## src/rtl/uart_tx_arbiter.sv

```systemverilog
// Round-robin, message-granular arbiter that shares one byte-wide UART
// transmitter between NUM_REQ message sources.
module uart_tx_arbiter #(
  parameter int NUM_REQ     = 4,
  parameter int MAX_MSG_LEN = 64,
  parameter int IDLE_GAP    = 2
) (
  input  logic                 clk,
  input  logic                 reset_n,
  input  logic [NUM_REQ-1:0]   req_valid,
  input  logic [8*NUM_REQ-1:0] req_data,
  input  logic [NUM_REQ-1:0]   req_last,
  output logic [NUM_REQ-1:0]   req_ready,
  output logic                 tx_valid,
  output logic [7:0]           tx_data,
  input  logic                 tx_ready,
  output logic [NUM_REQ-1:0]   grant,
  output logic                 busy,
  output logic                 overrun
);

  localparam int PTR_W = (NUM_REQ > 1) ? $clog2(NUM_REQ) : 1;

  typedef enum logic [1:0] {
    S_IDLE = 2'd0,
    S_XFER = 2'd1,
    S_GAP  = 2'd2
  } state_e;

  state_e             state_q, state_d;
  logic [PTR_W-1:0]   rr_ptr_q, rr_ptr_d;
  logic [PTR_W-1:0]   owner_q, owner_d;
  logic [NUM_REQ-1:0] grant_q, grant_d;
  logic [7:0]         byte_cnt_q, byte_cnt_d;
  logic [3:0]         gap_cnt_q, gap_cnt_d;
  logic               overrun_q, overrun_d;

  logic [7:0]         req_byte [NUM_REQ];
  logic               in_xfer;
  logic               owner_valid;
  logic               owner_last;
  logic               accept;
  logic [7:0]         cnt_inc;
  logic               hit_max;
  logic               end_of_msg;
  logic [PTR_W-1:0]   owner_next;
  logic               found;
  logic [PTR_W-1:0]   win_idx;
  logic [PTR_W:0]     cand;

  genvar gi;
  generate
    for (gi = 0; gi < NUM_REQ; gi++) begin : g_req
      assign req_byte[gi]  = req_data[8*gi +: 8];
      assign req_ready[gi] = accept & grant_q[gi];
    end
  endgenerate

  // Datapath follows the registered owner; nothing is presented outside XFER.
  assign in_xfer     = (state_q == S_XFER);
  assign owner_valid = req_valid[owner_q];
  assign owner_last  = req_last[owner_q];
  assign tx_valid    = in_xfer & owner_valid;
  assign tx_data     = in_xfer ? req_byte[owner_q] : 8'h00;
  assign accept      = tx_valid & tx_ready;

  assign cnt_inc     = byte_cnt_q + 8'd1;
  assign hit_max     = (cnt_inc == 8'(MAX_MSG_LEN));
  assign end_of_msg  = accept & (owner_last | hit_max);
  assign owner_next  = (owner_q == PTR_W'(NUM_REQ - 1)) ? '0 : owner_q + 1'b1;

  assign grant   = grant_q;
  assign busy    = (state_q != S_IDLE);
  assign overrun = overrun_q;

  // Rotating priority search: first valid at or after rr_ptr, wrapping.
  always_comb begin
    found   = 1'b0;
    win_idx = '0;
    cand    = '0;
    for (int k = 0; k < NUM_REQ; k++) begin
      cand = {1'b0, rr_ptr_q} + (PTR_W+1)'(k);
      if (cand >= (PTR_W+1)'(NUM_REQ)) begin
        cand = cand - (PTR_W+1)'(NUM_REQ);
      end
      if (!found && req_valid[cand[PTR_W-1:0]]) begin
        found   = 1'b1;
        win_idx = cand[PTR_W-1:0];
      end
    end
  end

  always_comb begin
    state_d    = state_q;
    rr_ptr_d   = rr_ptr_q;
    owner_d    = owner_q;
    grant_d    = grant_q;
    byte_cnt_d = byte_cnt_q;
    gap_cnt_d  = gap_cnt_q;
    overrun_d  = 1'b0;

    case (state_q)
      S_IDLE: begin
        if (found) begin
          grant_d          = '0;
          grant_d[win_idx] = 1'b1;
          owner_d          = win_idx;
          byte_cnt_d       = 8'd0;
          state_d          = S_XFER;
        end
      end

      S_XFER: begin
        if (accept) begin
          byte_cnt_d = cnt_inc;
          overrun_d  = hit_max;
        end
        if (end_of_msg) begin
          rr_ptr_d  = owner_next;
          grant_d   = '0;
          gap_cnt_d = 4'd0;
          state_d   = (IDLE_GAP == 0) ? S_IDLE : S_GAP;
        end
      end

      S_GAP: begin
        if (gap_cnt_q == 4'(IDLE_GAP - 1)) begin
          state_d = S_IDLE;
        end else begin
          gap_cnt_d = gap_cnt_q + 4'd1;
        end
      end

      default: begin
        state_d = S_IDLE;
        grant_d = '0;
      end
    endcase
  end

  always_ff @(posedge clk or negedge reset_n) begin
    if (!reset_n) begin
      state_q    <= S_IDLE;
      rr_ptr_q   <= '0;
      owner_q    <= '0;
      grant_q    <= '0;
      byte_cnt_q <= 8'd0;
      gap_cnt_q  <= 4'd0;
      overrun_q  <= 1'b0;
    end else begin
      state_q    <= state_d;
      rr_ptr_q   <= rr_ptr_d;
      owner_q    <= owner_d;
      grant_q    <= grant_d;
      byte_cnt_q <= byte_cnt_d;
      gap_cnt_q  <= gap_cnt_d;
      overrun_q  <= overrun_d;
    end
  end

endmodule

```

## config.mk

```make
export PLATFORM = sky130hd
export DESIGN_NAME = uart_tx_arbiter
export DESIGN_NICKNAME = d
export VERILOG_FILES = /design/src/rtl/uart_tx_arbiter.sv
export SDC_FILE = /design/constraint.sdc
export NUM_CORES = 1
export LEC_CHECK = 0
export CORE_UTILIZATION = 40
export DETAILED_ROUTE_END_ITERATION = 8
export PLACE_DENSITY = 0.74
export REMOVE_ABC_BUFFERS = 1
export SLEW_MARGIN = 20
export SYNTH_ARGS = -nofsm -noshare
export SYNTH_HDL_FRONTEND = slang
export SYNTH_SLANG_ARGS = --single-unit
```

## constraint.sdc

```tcl
create_clock -name clk -period 5.12 [get_ports clk]
set_input_delay 1.024 -clock clk [delete_from_list [all_inputs] [get_ports clk]]
set_output_delay 1.024 -clock clk [all_outputs]
set_load 0.01 [all_outputs]
```

After elaboration in Yosys (flattened, before gate mapping):

Index checks and enable logic that the tools add are counted.

* flip-flop bits (word level): 23
* bits of input ports: 43
* output and inout port bits: 19
* word-level logic and storage cells: 111

* add/subtract/negate cells: 10
* magnitude comparators: 12
* equal/unequal tests: 10
* muxes and demuxes: 45
* bitwise gates (word level): 10
* reductions and logical operators: 17

Operators by type and width (number)
* 8-bit 2-to-1 mux: 5
* 2-bit 2-to-1 mux: 12
* 2-bit by 3-bit < comparator with 1-bit output (second input constant): 6
* 8-bit binary-select mux with 2-bit select: 1
* 8-bit one-hot mux with 2 select lines: 1
* 1-bit 2-to-1 mux: 13
* 1-bit binary-select mux with 2-bit select: 6
* 3-bit greater-or-equal comparator (second input constant): 4
* 4-bit 2-to-1 mux: 3
* 4-bit one-hot mux with 3 select lines: 1
* 3-bit AND reduction: 4
* 8-bit by 1-bit adder with 8-bit output (second input constant): 1
* 8-bit by 7-bit equality test with 1-bit output (second input constant): 1
* 4-bit one-hot mux with 2 select lines: 1
* 2-bit by 1-bit subtractor with 2-bit output (second input constant): 4
* 1-bit bitwise AND: 7
* 2-bit by 2-bit adder with 3-bit output (second input constant): 2
* 2-bit inequality test (second input constant): 3
* 2-bit one-hot mux with 3 select lines: 1
* 2-bit nonzero test: 3
* 4-bit by 1-bit adder with 4-bit output (second input constant): 1
* 2-bit equality test (second input constant): 2
* 4-bit by 1-bit equality test with 1-bit output (second input constant): 1
* 1-bit logical AND: 4
* other kinds (13): 17

Logic depth before layout (Yosys ltp):

* depth after elaboration: 20
* depth in mapped cells: 7
* mapped depth without buffers: 5

Worst setup path after synthesis:

No wires, ideal clock.

* kind: input to output
* start point: input req_valid[3]
* end point: output req_ready[0]
* data arrival time: 2.037 ns
* required time: 4.096 ns
* setup slack: 2.059 ns
* stages on the path: 4
* path buffers: 1
* cells stage by stage: mux4_2 and2_1 clkbuf_1 and3_1

* longest elaborated chain between the ends: 5

RTL lines
* start: declaration: line 10 `input logic [NUM_REQ-1:0] req_valid,`
* 1-bit binary-select mux with 2-bit select: line 61 `assign owner_valid = req_valid[owner_q];`
* 1-bit 2-to-1 mux (implied by the code): line 61
* 1-bit bitwise AND: line 63 `assign tx_valid = in_xfer & owner_valid;`
* net tx_valid: line 14 `output logic tx_valid,`
* 1-bit bitwise AND: line 65 `assign accept = tx_valid & tx_ready;`
* 1-bit bitwise AND: line 55 `assign req_ready[gi] = accept & grant_q[gi];`
* end: declaration: line 13 `output logic [NUM_REQ-1:0] req_ready,`

The timed path passes the listed nets, and every way through them passes these cells. The select of a mux whose other input is x is not followed.

Worst setup path after layout:

* start point: input req_valid[0]
* end point: output req_ready[0]

* longest elaborated chain between the ends: 5

RTL lines (line)
* 1-bit binary-select mux with 2-bit select: 61
* 1-bit 2-to-1 mux (implied by the code): 61
* 1-bit bitwise AND: 63
* 1-bit bitwise AND: 65
* 1-bit bitwise AND: 55

No other way between the ends. The select of a mux whose other input is x is not followed.

==> flow_summary.yaml <==
synth:
  synth_area_um2: 1610
  ys_types: 41
  synth_ff_type: "dfrtp_1"
  yosysWarningCount: 0
  synth_seq_cells: 23
  synth.avg_cell_area_um2: 9.83
  synth-seq-area-share_pct: 35.7
  synth_common_cells: "dfrtp_1, nor2_1, nand3_1, o21ai_0, a21oi_1"
  synth_edf_count: 0
  synth_largest_area_cell: "dfrtp_1"
  async_flop_share_pct: 100
  synth_cells: 164
  synthTopCellsByArea: "dfrtp_1, mux4_2, and2_1, and3_1, nand3_1"
  synth_top_cell_area_share_pct: 35.7
  synth_most_common_cell: "dfrtp_1"
floorplanning:
  core_area_um2: 3770
  fp-row-count: 22
  ios: 62
  chipHeight_um: 65.5
  dieArea_um2: 4290
  start_util_pct: 42.7
  die_x_um: 65.5
clock_tree:
  cts.path.max_buffers: 2
  clk_latency_ns: 0.27
  cts-hold-fix-buffers: 0
  cts_tree: "done"
  cts.sinks: 23
  htree_num_levels: 1
  path_clk_slew_ns: 0.08
  cts_setup_buffers: 0
  cts_resized: 0
  cts_root_buf: "clkbuf_8"
  numCtsBuffers: 3
placed_design:
  hpwl_um: 2840
  gp_congestion: 0.793
  port_buffers: 61
min_path:
  hold_start: "byte_cnt_q[7]$_DFFE_PN0P_"
  holdPathEnd: "byte_cnt_q[7]$_DFFE_PN0P_"
  hp-class: "reg -> reg"
  hold_path_depth: 1
final_layout:
  fin_nets: 271
  area_delta_synth_final_pct: 41.3
  n_antenna_cell: 0
  drive_gt1_share_pct: 9.87
setup_path:
  cp-start-kind: "primary input"
  worstPathRequired_ns: 4.10
  cp-end-kind: "output port"
  critPathMaxFanout: 6
  r2r_slack_ns: 2.78
  crit_type: "in -> out"
  r2r-end: "byte_cnt_q[7]$_DFFE_PN0P_"
  crit_arrival_ns: 2.94
  reg2regPathDepth: 5
  reg2reg_from: "owner_q[1]$_DFFE_PN0P_"
routing:
  drtIter0Drc: 61
  drc: 0
  vias_per_cell: 5.38
  wl_per_cell_um: 13.8
  drt-pass1-iter-count: 4
  drt-total-wl_um: 3730
  vias: 1457
  ant_nets: 0
sta:
  relSlewSlack_pct: 55.4
  setup_tns_ns: 0
  tightest_slew_ns: 0.669
  finalSetupViolCount: 0
  min_period_ns: 3.97
  fin_worst_skew_ns: 0.00131
  fin_crit_sh_pct: 77.4
  max_freq_mhz: 252
  finalMaxSlewViolations: 0
  rsz0062_at_grt: "false"
  hold_viol: 0
power_and_ir_drop:
  vdd_drop_max_v: 0.000204
  total_power_w: 0.00104
  leakagePower_nw: 0.936
  powerDensity_nw_per_um2: 456
global_route:
  grt_max_degree: 24
  grt_pass1_wl_um: 6380
  grt_usage_pct: 19.1
  grt_pass1_vias: 1390
  gr-total-overflow: 0
  antenna_found_initial: 0
run:
  maxCapViolCount: 0
status:
  status: "finished, final reports clean"
==> area by class of cell <==
type	count	area, um2
flip-flops and latches	23	576
fillers	331	1490
inverters	6	22.5
repair buffers	62	613
multi-input cells	128	961
clock buffers	4	45.0
well taps	48	60.1
==> metal layers <==
metal | GRT usage, % | up-vias | wire, um | share of wire (%)
li1 | - | 720 | - | -
met1 | 27.1 | 703 | 1770 | 47
met2 | 29.8 | 29 | 1830 | 49
met3 | 2.26 | 5 | 83 | 2.2
met4 | 7.34 | 0 | 50 | 1.3
met5 | 0 | - | 0 | 0
==> registers in the layout (all words and copies together), names as in the netlist <==
name	count
overrun	1
rr_ptr_q	2
byte_cnt_q	8
grant	4
state_q	2
gap_cnt_q	4
owner_q	2
==> per-stage QoR <==
| stage | setup slack (ns) | instances | cell area, um2 | hold WS [ns] | util, % |
|---|---|---|---|---|---|
| after CTS | 1.17 | 271 | 2280 | 0.493 | 60.5 |
| final | 1.15 | 271 | 2280 | 0.495 | 60.4 |
| after global placement | 1.20 | 267 | 2240 | 0.477 | 59.3 |
| after global routing | 1.12 | 271 | 2280 | 0.534 | 60.4 |
| after detailed placement | 1.17 | 267 | 2240 | 0.480 | 59.3 |
| after floorplan | 2.15 | 157 | 1560 | 0.446 | - |
==> placed cells by master (no fill, tap or decap), types with 6 or more instances in the layout <==
| cell type | count |
|---|---|
| a21oi_1 | 10 |
| nor2_1 | 12 |
| and2_1 | 9 |
| inv_1 | 6 |
| nand3_1 | 11 |
| nand2_1 | 9 |
| clkdlybuf4s50_1 | 60 |
| dfrtp_1 | 23 |
| and3_1 | 9 |
| mux4_2 | 9 |
| o21ai_0 | 11 |
==> cells by family after synthesis <==
kind of cell / share of synthesized area (%)
and+or+nand+nor: 25.2
adders and majority gates: 3.11
AOI/OAI and AO/OA: 12.7
muxes: 16.5
xor gates and xnor gates: 2.17
DFF: 35.7
buffers and inverters: 4.66
==> critical path, cell delays in order <==
cell and delay [ns]:
clkdlybuf4s50_1 0.48, mux4_2 0.54, and2_1 0.23, and3_1 0.20, clkdlybuf4s50_1 0.47
==> how the worst max path moves through the flow <==
stage / to / start / depth (start not counted)
after global placement: req_ready[2] / req_valid[0] / 5
after CTS: req_ready[0] / req_valid[0] / 5
final: req_ready[0] / req_valid[0] / 5
after detailed placement: req_ready[0] / req_valid[0] / 5
after floorplan: req_ready[0] / req_valid[3] / 3
after global routing: req_ready[0] / req_valid[0] / 5
==> report_power, final <==
group          internal [W]  switching, W
combinational      0.000334      0.000253
sequential         0.000239     0.0000969
clock             0.0000557     0.0000604
total              0.000629      0.000411
No activity file was read; power rests on OpenSTA's default activity.
